File: src/rtl/if_fetch_queue.sv
// Instruction-fetch front end: fetch PC, imem req/gnt/rvalid handshake,
// small fetch FIFO and the IF/ID output register with redirect/flush/stall.
module if_fetch_queue #(
    parameter logic [31:0] RESET_PC = 32'h0000_0000,
    parameter int unsigned DEPTH    = 2
) (
    input  logic        clk_i,
    input  logic        rst_i,
    input  logic        stall_i,
    input  logic        flush_i,
    input  logic        take_bj_sig_i,
    input  logic [31:0] pc_bj_i,
    output logic        imem_req_o,
    output logic [31:0] imem_addr_o,
    input  logic        imem_gnt_i,
    input  logic        imem_rvalid_i,
    input  logic [31:0] imem_rdata_i,
    output logic [31:0] instr_o,
    output logic [31:0] pc_o,
    output logic        valid_o
);

    localparam int PW = (DEPTH > 1) ? $clog2(DEPTH) : 1;
    localparam int CW = $clog2(DEPTH + 1);
    localparam logic [CW-1:0] DEPTH_C = CW'(DEPTH);
    localparam logic [31:0] NOP = 32'h0000_0013;

    logic [31:0]   fetch_pc_q, fetch_pc_d;
    logic [31:0]   req_pc_q, req_pc_d;
    logic          outstanding_q, outstanding_d;
    logic          discard_q, discard_d;

    logic [31:0]   fifo_instr_q [DEPTH];
    logic [31:0]   fifo_pc_q [DEPTH];
    logic [PW-1:0] wr_ptr_q, wr_ptr_d;
    logic [PW-1:0] rd_ptr_q, rd_ptr_d;
    logic [CW-1:0] count_q, count_d;

    logic [31:0]   instr_q, instr_d;
    logic [31:0]   pc_q, pc_d;
    logic          valid_q, valid_d;

    logic          req;
    logic          grant;
    logic          rsp;
    logic          push;
    logic          pop;
    logic          fifo_empty;

    logic          unused_bj_lsb;
    assign unused_bj_lsb = ^pc_bj_i[1:0];

    // Responses are only honoured while a request is in flight, so a late
    // beat from before a reset can never land in the FIFO.
    always_comb begin
        req        = !outstanding_q && (count_q < DEPTH_C) && !take_bj_sig_i;
        grant      = req && imem_gnt_i;
        rsp        = imem_rvalid_i && outstanding_q;
        fifo_empty = (count_q == '0);
        push       = rsp && !discard_q && !take_bj_sig_i;
        pop        = !take_bj_sig_i && !flush_i && !stall_i && !fifo_empty;
    end

    always_comb begin
        fetch_pc_d    = fetch_pc_q;
        req_pc_d      = req_pc_q;
        outstanding_d = outstanding_q;
        discard_d     = discard_q;
        if (rsp) begin
            outstanding_d = 1'b0;
            discard_d     = 1'b0;
        end
        if (grant) begin
            outstanding_d = 1'b1;
            req_pc_d      = fetch_pc_q;
            fetch_pc_d    = fetch_pc_q + 32'd4;
        end
        if (take_bj_sig_i) begin
            fetch_pc_d = {pc_bj_i[31:2], 2'b00};
            discard_d  = (outstanding_q && !rsp) || grant;
        end
    end

    always_comb begin
        wr_ptr_d = wr_ptr_q;
        rd_ptr_d = rd_ptr_q;
        count_d  = count_q;
        if (take_bj_sig_i) begin
            wr_ptr_d = '0;
            rd_ptr_d = '0;
            count_d  = '0;
        end else begin
            if (push) begin
                wr_ptr_d = wr_ptr_q + PW'(1);
            end
            if (pop) begin
                rd_ptr_d = rd_ptr_q + PW'(1);
            end
            unique case ({push, pop})
                2'b10:   count_d = count_q + CW'(1);
                2'b01:   count_d = count_q - CW'(1);
                default: count_d = count_q;
            endcase
        end
    end

    always_comb begin
        instr_d = instr_q;
        pc_d    = pc_q;
        valid_d = valid_q;
        if (take_bj_sig_i || flush_i) begin
            valid_d = 1'b0;
        end else if (stall_i) begin
            valid_d = valid_q;
        end else if (!fifo_empty) begin
            instr_d = fifo_instr_q[rd_ptr_q];
            pc_d    = fifo_pc_q[rd_ptr_q];
            valid_d = 1'b1;
        end else begin
            valid_d = 1'b0;
        end
    end

    always_ff @(posedge clk_i or posedge rst_i) begin
        if (rst_i) begin
            fetch_pc_q    <= RESET_PC;
            req_pc_q      <= RESET_PC;
            outstanding_q <= 1'b0;
            discard_q     <= 1'b0;
            wr_ptr_q      <= '0;
            rd_ptr_q      <= '0;
            count_q       <= '0;
            instr_q       <= NOP;
            pc_q          <= 32'h0;
            valid_q       <= 1'b0;
        end else begin
            fetch_pc_q    <= fetch_pc_d;
            req_pc_q      <= req_pc_d;
            outstanding_q <= outstanding_d;
            discard_q     <= discard_d;
            wr_ptr_q      <= wr_ptr_d;
            rd_ptr_q      <= rd_ptr_d;
            count_q       <= count_d;
            instr_q       <= instr_d;
            pc_q          <= pc_d;
            valid_q       <= valid_d;
        end
    end

    always_ff @(posedge clk_i) begin
        if (push) begin
            fifo_instr_q[wr_ptr_q] <= imem_rdata_i;
            fifo_pc_q[wr_ptr_q]    <= req_pc_q;
        end
    end

    assign imem_req_o  = req;
    assign imem_addr_o = fetch_pc_q;
    assign instr_o     = instr_q;
    assign pc_o        = pc_q;
    assign valid_o     = valid_q;

endmodule

File: config.mk
export PLATFORM = sky130hd
export DESIGN_NAME = if_fetch_queue
export DESIGN_NICKNAME = d
export VERILOG_FILES = /design/src/rtl/if_fetch_queue.sv
export SDC_FILE = /design/constraint.sdc
export NUM_CORES = 1
export LEC_CHECK = 0
export ABC_CLOCK_PERIOD_IN_PS = 8300
export BUFFER_PORTS_ARGS = -buffer_cell sky130_fd_sc_hd__buf_2
export CAP_MARGIN = 20
export CORE_MARGIN = 4
export CORE_UTILIZATION = 45
export DETAILED_ROUTE_END_ITERATION = 7
export MAX_ROUTING_LAYER = met4
export PLACE_DENSITY_LB_ADDON = 0.12
export SYNTH_ARGS = -nofsm -noshare
export SYNTH_HDL_FRONTEND = slang
export SYNTH_SLANG_ARGS = --single-unit
File: constraint.sdc
create_clock -name clk_i -period 8.3 [get_ports clk_i]
set_clock_uncertainty 0.1 [all_clocks]
set_input_delay 0.83 -clock clk_i [delete_from_list [all_inputs] [get_ports clk_i]]
set_output_delay 0.83 -clock clk_i [all_outputs]
set_load 0.02 [all_outputs]
Word level (Yosys, flattened, before mapping):

Memories as Yosys holds them, arrays and structs flattened. A register that Yosys moved wholly into a read port is not among the register bits.
Cells that the tools add are included.

* register bits: 71
* memories: 2
* input bits: 71
* word-level logic and storage cells: 65
* bits in writable memories: 128
* output and inout bits: 98

* reduce and logical (&&, ||, !) cells: 27
* eq/ne operators: 3
* magnitude comparators: 1
* muxes and demuxes: 16
* bitwise logic cells: 3
* $add $sub $neg: 5

Memory list
* fifo_instr_q: words 2, width 32, read ports 1, clocked after memory_dff 1, wr ports 1, line 33 `logic [31:0] fifo_instr_q [DEPTH];`
* fifo_pc_q: words 2, width 32, read ports 1, clocked after memory_dff 1, wr ports 1, line 34 `logic [31:0] fifo_pc_q [DEPTH];`

Operators with widths (count)
* $mux W32: 2
* $add A32 B3 Y32 const B: 1
* $mux W1: 12
* $logic_and A1 B1 Y1: 10
* $reduce_bool A2 Y1: 5
* $logic_not A1 Y1: 7
* $pmux W2 S2: 1
* $not A1 Y1: 3
* $reduce_and A3 Y1: 1
* $reduce_bool A3 Y1: 1
* $add A1 B1 Y1 const B: 2
* $add A2 B1 Y2 const B: 1
* $eq A2 B1 Y1 const B: 1
* $eq A2 B2 Y1 const B: 1
* $logic_not A2 Y1: 1
* $logic_or A1 B1 Y1: 2
* $lt A2 B2 Y1 const B: 1
* $mux W2: 1
* $ne A2 B1 Y1 const B: 1
* $sub A2 B1 Y2 const B: 1

Longest topological paths before layout:

Gate-level depths: netlist of the first run.

* word-level depth: 7
* mapped depth: 7
* mapped depth without buffers: 5

Worst setup path after synthesis of the first run:

Ideal clock, no wire load.

* path type: in2reg
* start: in take_bj_sig_i
* end: mem fifo_instr_q[1][0], enable pin
* arrival time: 5.989 ns
* cell stages on the path: 4
* slack: 1.639 ns
* buffers on the path: 3
* data required time: 7.629 ns
* library setup time: 0.571 ns
* cell sequence: clkbuf_1 clkbuf_1 clkbuf_1 nor3b_1

* cells in the longest elaborated chain, start to end: 4

Ends and longest elaborated chain
* from (decl): line 11 `input logic take_bj_sig_i,`
* $logic_not A1 Y1: line 60 `push = rsp && !discard_q && !take_bj_sig_i;`
* $logic_and A1 B1 Y1: line 60
* $mux W1: line 151 `if (push) begin`
* $mux W1 (implied by the code): line 152 `fifo_instr_q[wr_ptr_q] <= imem_rdata_i;`
* to (decl): line 33

No other way between the ends.

Final worst setup path of the first run:

* start: reg count_q[1]
* end: reg fetch_pc_q[30], in the netlist imem_addr_o[30]

* cells in the longest elaborated chain, start to end: 5

Ends and longest elaborated chain
* from (decl): line 37 `logic [CW-1:0] count_q, count_d;`
* from (signal assigned): line 143 `count_q <= count_d;`
* $lt A2 B2 Y1: line 56 `req = !outstanding_q && (count_q < DEPTH_C) && !take_bj_sig_i;`
* $logic_and A1 B1 Y1 (2 in series): line 56
* $logic_and A1 B1 Y1: line 57 `grant = req && imem_gnt_i;`
* $reduce_bool A2 Y1 (no line)
* to (signal assigned): line 137 `fetch_pc_q <= fetch_pc_d;`
* to (decl): line 28 `logic [31:0] fetch_pc_q, fetch_pc_d;`

No other way between the ends.
A chain may end at the register's enable or synchronous reset.

==> flow_summary.json, run 1 <==
{
  "p_per_area_nw_per_um2": 304,
  "startpoint_type": "register",
  "rsz0062_at_grt": "false",
  "dieHeight_um": 155,
  "clock-sinks": 253,
  "timing.rr.end": "imem_addr_o[30]",
  "vdd_ir_drop_max_uv": 140,
  "grt_max_degree": 96,
  "fin_nets": 932,
  "wirelength_um": 21100,
  "initial_core_util": 0.461,
  "drt-initial-drc-count": 342,
  "gp_congestion": 0.753,
  "hpwl_um": 13200,
  "clockRootBuffer": "clkbuf_16",
  "fin_area_sq_um": 11700,
  "rrSetupSlack_ns": 5.23,
  "leakage_uw": 0.00457,
  "outcome": "finished clean",
  "cts_resized": 0,
  "ys_top_cells_by_area": "edfxtp_1 38%, dfrtp_1 32%, mux2i_1 6.4%",
  "cp.arrival_ns": 3.40,
  "overflow": 0,
  "crit_slowest_cell": "nor3b_1",
  "synth-main-ff-cell": "dfrtp_1",
  "slowest_delay_ns": 0.82,
  "fp-row-count": 53,
  "cts_tree": "built",
  "synth-edff-count": 124,
  "grt_pass1_vias": 6354,
  "clk_pin_slew_ns": 0.06,
  "insertion_delay_ns": 0.52,
  "reg2reg_depth": 4,
  "track_usage": 0.176,
  "netlist_area_sq_um": 9790,
  "routed_via_density": 5.34,
  "drc": 0,
  "fin_crit_sh": 0.370,
  "ys_seq_area_frac": 0.711,
  "antenna_found_initial": 0,
  "crit_required_ns": 8.63,
  "tightest_slew_ns": 1.00,
  "netlist.area_leader.share": 0.380,
  "port_buffers": 162,
  "ys_ff_latch": 253,
  "cap_violations": 0,
  "clock_path_buffers": 3,
  "layout_min_cycle_time_ns": 3.07,
  "hold_class": "primary input to async pin",
  "ant_nets": 0,
  "diodes": 0,
  "hold_violations": 0,
  "htreeDepth": 1,
  "cts_buffers": 26,
  "avgSynthCellArea_sq_um": 14.0,
  "cp-endpoint": "imem_addr_o[30]",
  "final_max_slew_viol_count": 0,
  "dieArea_sq_um": 24200,
  "path_max_fanout": 14,
  "clock.fmax_mhz": 325,
  "yosys_warnings": 0,
  "layout-drive-gt1-share": 0.286,
  "area_growth_pct": 19.7,
  "crit_type": "register to register",
  "cts_setup_buffers": 0,
  "grt_pass1_wl_um": 33200,
  "core_area_sq_um": 21200,
  "r2r_start": "count_q[1]",
  "synthArstFlopShare": 0.510,
  "drt-pass1-iter-count": 4,
  "synth.distinct_cells": 46,
  "crit_start": "count_q[1]",
  "setup_tns_ns": 0,
  "num_vias": 6165,
  "synth_top_cell_by_area": "edfxtp_1",
  "holdBufCountCts": 0,
  "wl_per_cell_um": 18.2,
  "cp-end-kind": "register",
  "num_io_pins": 169,
  "cp_cell_sequence": "nor3b_1 -> nand4_1 -> or4_1 -> a31oi_1",
  "dpl_cell_area_sq_um": 10900,
  "die_w_um": 155,
  "relSlewSlack": 0.325,
  "syn_inst": 701,
  "setup_viol": 0
}
critical path: cells and delay by family (launching register included):
family / cells / cell delay, ns
AND/OR/NAND/NOR: 3 / 2.25
flip-flops: 1 / 0.46
AO/OA/AOI/OAI: 1 / 0.17
per-stage QoR:
step	hold WS [ns]	std cells	setup WS (ns)	utilization	total power (uW)
4_1_cts	0.302	1155	5.16	0.552	3600
3_3_place_gp	0.345	1107	4.74	0.512	2410
3_5_place_dp	0.352	1107	4.72	0.512	2440
5_1_grt	0.323	1155	4.95	0.552	3740
6_report	0.283	1155	5.23	0.552	3560
2_1_floorplan	0.338	704	1.64	-	2150
logic make-up (layout without fill, tap and decap cells):
logic type                 Yosys count  after routing  synth area share
muxes                               93             93            0.0990
adders and majority gates            1              1           0.00128
and+or+nand+nor                    174            174            0.0851
AOI/OAI and AO/OA                  118            118            0.0708
other                                1              4          0.000383
DFF                                253            253             0.711
buffers and inverters               49            225            0.0220
xor gates and xnor gates            12             12            0.0107
synthesized netlist by cell type, drive strengths merged (2+ instances only):
master	number
or3	5
and4	4
nor3b	2
nand4	9
xor2	7
nand2	24
clkbuf	29
or4	11
dfrtp	126
o31ai	9
o311ai	3
o21ai	12
a311o	3
a21oi	65
and3	7
edfxtp	124
mux2	30
mux2i	63
dfstp	3
xnor2	5
and2	3
nor2	84
inv	6
o211ai	5
nand3	16
buf	13
nor3	4
a31oi	14
nor4	3
routing by layer:
layer / global-route usage / up-vias / part of all wire / routed length, um
li1: - / 2908 / - / -
met1: 0.231 / 3038 / 0.43 / 9160
met2: 0.289 / 182 / 0.49 / 10400
met3: 0.0284 / 37 / 0.054 / 1140
met4: 0.0463 / 0 / 0.019 / 393
met5: - / - / 0 / 0
flip-flops by register name, indices dropped and copies added, names as in the netlist:
register,flops
fifo_instr_q,64
fifo_pc_q,60
instr_o,32
imem_addr_o,30
pc_o,30
req_pc_q,30
count_q,2
discard_q,1
outstanding_q,1
rd_ptr_q,1
valid_o,1
wr_ptr_q,1
layout by cell type, fill, tap and decap left out, types with 12 or more instances in the layout:
cell type    n
buf_2      162
dfrtp_1    125
edfxtp_1   124
nor2_1      83
a21oi_1     65
mux2i_1     63
mux2_2      30
clkbuf_16   27
nand2_1     24
nand3_1     16
a31oi_1     14
o21ai_0     12
report_power, final:
part	internal (uW)	leakage [uW]	switching, uW
Combinational	255	0.00149	442
Clock	692	0.000421	457
Sequential	1570	0.00266	145
worst min path at each step:
stage / endpoint / from / slack [ns] / depth (start not counted)
2_1_floorplan: fifo_pc_q[0][10] / req_pc_q[10] / 0.34 / 0
6_report: instr_o[13] / rst_i / 0.28 / 2
3_5_place_dp: fifo_pc_q[0][14] / req_pc_q[14] / 0.35 / 0
3_3_place_gp: fifo_pc_q[1][14] / req_pc_q[14] / 0.34 / 0
4_1_cts: instr_o[21] / rst_i / 0.30 / 2
5_1_grt: instr_o[15] / rst_i / 0.32 / 2
cell type report:
cell class / count / area (sq um)
inverters: 7 / 31.3
flip-flops and latches: 253 / 6960
well taps: 275 / 344
fillers: 1793 / 9510
clock inverters: 10 / 100
clock buffers: 38 / 757
multi-input cells: 402 / 2650
repair buffers: 170 / 871
(Power assumes the default switching activity.)
==> run 2, diff against run 1 <==
--- a/config.mk
+++ b/config.mk
@@ -5,7 +5,7 @@
 export SDC_FILE = /design/constraint.sdc
 export NUM_CORES = 1
 export LEC_CHECK = 0
-export ABC_CLOCK_PERIOD_IN_PS = 8300
+export ABC_CLOCK_PERIOD_IN_PS = 3000
 export BUFFER_PORTS_ARGS = -buffer_cell sky130_fd_sc_hd__buf_2
 export CAP_MARGIN = 20
 export CORE_MARGIN = 4
==> constraint.sdc (replaced) <==
create_clock -name clk_i -period 3 [get_ports clk_i]
set_clock_uncertainty 0.1 [all_clocks]
set_input_delay 0.3 -clock clk_i [delete_from_list [all_inputs] [get_ports clk_i]]
set_output_delay 0.3 -clock clk_i [all_outputs]
set_load 0.02 [all_outputs]
==> flow_summary.json, run 2 (synthesis gave the netlist of run 1 again) <==
{
  "reg2reg_depth": 4,
  "p_sw_frac": 0.285,
  "insertion_delay_ns": 0.51,
  "final_cell_mix": "162 x buf_2, 125 x dfrtp_1, 124 x edfxtp_1, 83 x nor2_1, 65 x a21oi_1",
  "setup_slack_ns": 0.375,
  "holdPathEnd": "imem_addr_o[31]",
  "min_from": "pc_bj_i[31]",
  "top_register": "fifo_instr_q",
  "clock.fmax_mhz": 381,
  "slowest_delay_ns": 0.70,
  "crit_required_ns": 3.32,
  "rsz0062_at_grt": "false",
  "fin_nets": 1002,
  "cap_violations": 0,
  "hold_violations": 0,
  "mostFrequentLayoutCell": "buf_2",
  "fill_cells": 1737,
  "cts_buffers": 26,
  "tightest_slew_ns": 0.735,
  "top_usage_layer": "met2",
  "dp.cells": 1113,
  "outcome": "finished clean",
  "num_vias": 6489,
  "vdd_ir_drop_max_uv": 492,
  "met1_usage": 0.234,
  "clock_path_buffers": 3,
  "utilization": 0.592,
  "track_usage": 0.183,
  "cts_resized": 0,
  "hpwl_um": 13700,
  "min_path_cells": 4,
  "drt-initial-drc-count": 380,
  "core_area_sq_um": 21200,
  "drt-pass1-iter-count": 5,
  "wirelength_um": 21800,
  "dieHeight_um": 155,
  "die_w_um": 155,
  "antenna_found_initial": 0,
  "clk_pin_slew_ns": 0.06,
  "grt_pass1_wl_um": 35000,
  "timing.rr.end": "imem_addr_o[27]",
  "pre_cts_slack_ns": 0.416,
  "multi_input_area_sq_um": 2670,
  "cp-end-kind": "register",
  "power.switching_uw": 2920,
  "setup_viol": 0,
  "report.power.total_uw": 10200,
  "routed_via_density": 5.30,
  "port_buffers": 162,
  "p_per_area_nw_per_um2": 816,
  "hold_class": "primary input to register",
  "drc": 0,
  "layout_min_cycle_time_ns": 2.63,
  "crit_slowest_cell": "or4_4",
  "cp_cell_sequence": "or3b_1 -> or4_4 -> or4_1 -> a31oi_1",
  "r2r_start": "outstanding_q",
  "diodes": 0,
  "final_max_slew_viol_count": 0,
  "clock-sinks": 253,
  "num_io_pins": 169,
  "relSlewSlack": 0.510,
  "stdcell_count": 1224,
  "p_int_uw": 7330,
  "htreeDepth": 1,
  "grt_max_degree": 130,
  "pwr-share-seq": 0.462,
  "cts_tree": "built",
  "gp_congestion": 0.853,
  "fp-row-count": 53,
  "dieArea_sq_um": 24200,
  "ant_nets": 0,
  "initial_core_util": 0.461,
  "path_max_fanout": 11,
  "use_met2": 0.310,
  "largest_reg_flops": 64,
  "met3_usage": 0.0236,
  "wl_per_cell_um": 17.8,
  "overflow": 0,
  "seq_area_sq_um": 6960,
  "setup_tns_ns": 0,
  "area_growth_pct": 28.3,
  "leakage_uw": 0.00493,
  "fin_crit_sh": 0.875,
  "crit_type": "register to register",
  "startpoint_type": "register",
  "layout-drive-gt1-share": 0.275,
  "rrSetupSlack_ns": 0.37,
  "combPwrFrac": 0.197,
  "pwr-share-clk": 0.341,
  "grt_pass1_vias": 6718,
  "cp.arrival_ns": 2.95,
  "clockRootBuffer": "clkbuf_16"
}
-- run 2: routing by layer --
layer	vias to the layer above	share of wire
li1	3045	-
met1	3227	0.42
met2	184	0.51
met3	33	0.051
met4	0	0.021
met5	-	0
-- run 2: worst max path at each step --
stage                   start                  to  slack (ns)  cells past startpoint
2_1_floorplan   take_bj_sig_i  fifo_instr_q[1][0]       0.009                      4
3_3_place_gp   imem_addr_o[2]     imem_addr_o[26]        0.51                      5
3_5_place_dp    outstanding_q     imem_addr_o[27]        0.42                      4
4_1_cts         outstanding_q     imem_addr_o[27]        0.38                      4
5_1_grt         outstanding_q     imem_addr_o[25]        0.30                      4
6_report        outstanding_q     imem_addr_o[27]        0.37                      4
-- run 2: area by class of cell --
class	instances	area share
Timing Repair Buffer	240	0.128
Inverter	7	0.00239
Clock buffer	32	0.0577
Tap cell	275	0.0274
Multi-Input combinational cell	402	0.212
Sequential cell	253	0.554
Clock inverter	15	0.0179
-- run 2: power by group through the flow --
stage               logic (uW)  clock network, uW  registers, uW
CTS                       2050               3580           4740
global route              2200               3730           4810
floorplan                  671                  0           5290
finish                    2010               3500           4730
global placement          1940                  0           4760
detailed placement        1980                  0           4810
-- run 2: timing repair --
item,CTS,global route
hold buffers,64,0
endpoints found under the hold margin,222,0
buffers inserted,0,0
-- run 2: stage by stage --
step	cell area, sq um	hold WS (ns)
floorplan	9840	0.287
global placement	11000	0.347
detailed placement	11000	0.360
CTS	12600	0.0136
global route	12600	0.0356
finish	12600	0.0431
-- run 2: worst max-delay path: cells and delay by family (launching register included) --
kind,cells,cell delay [ns]
simple gates,3,1.79
flops,1,0.44
compound gates,1,0.19
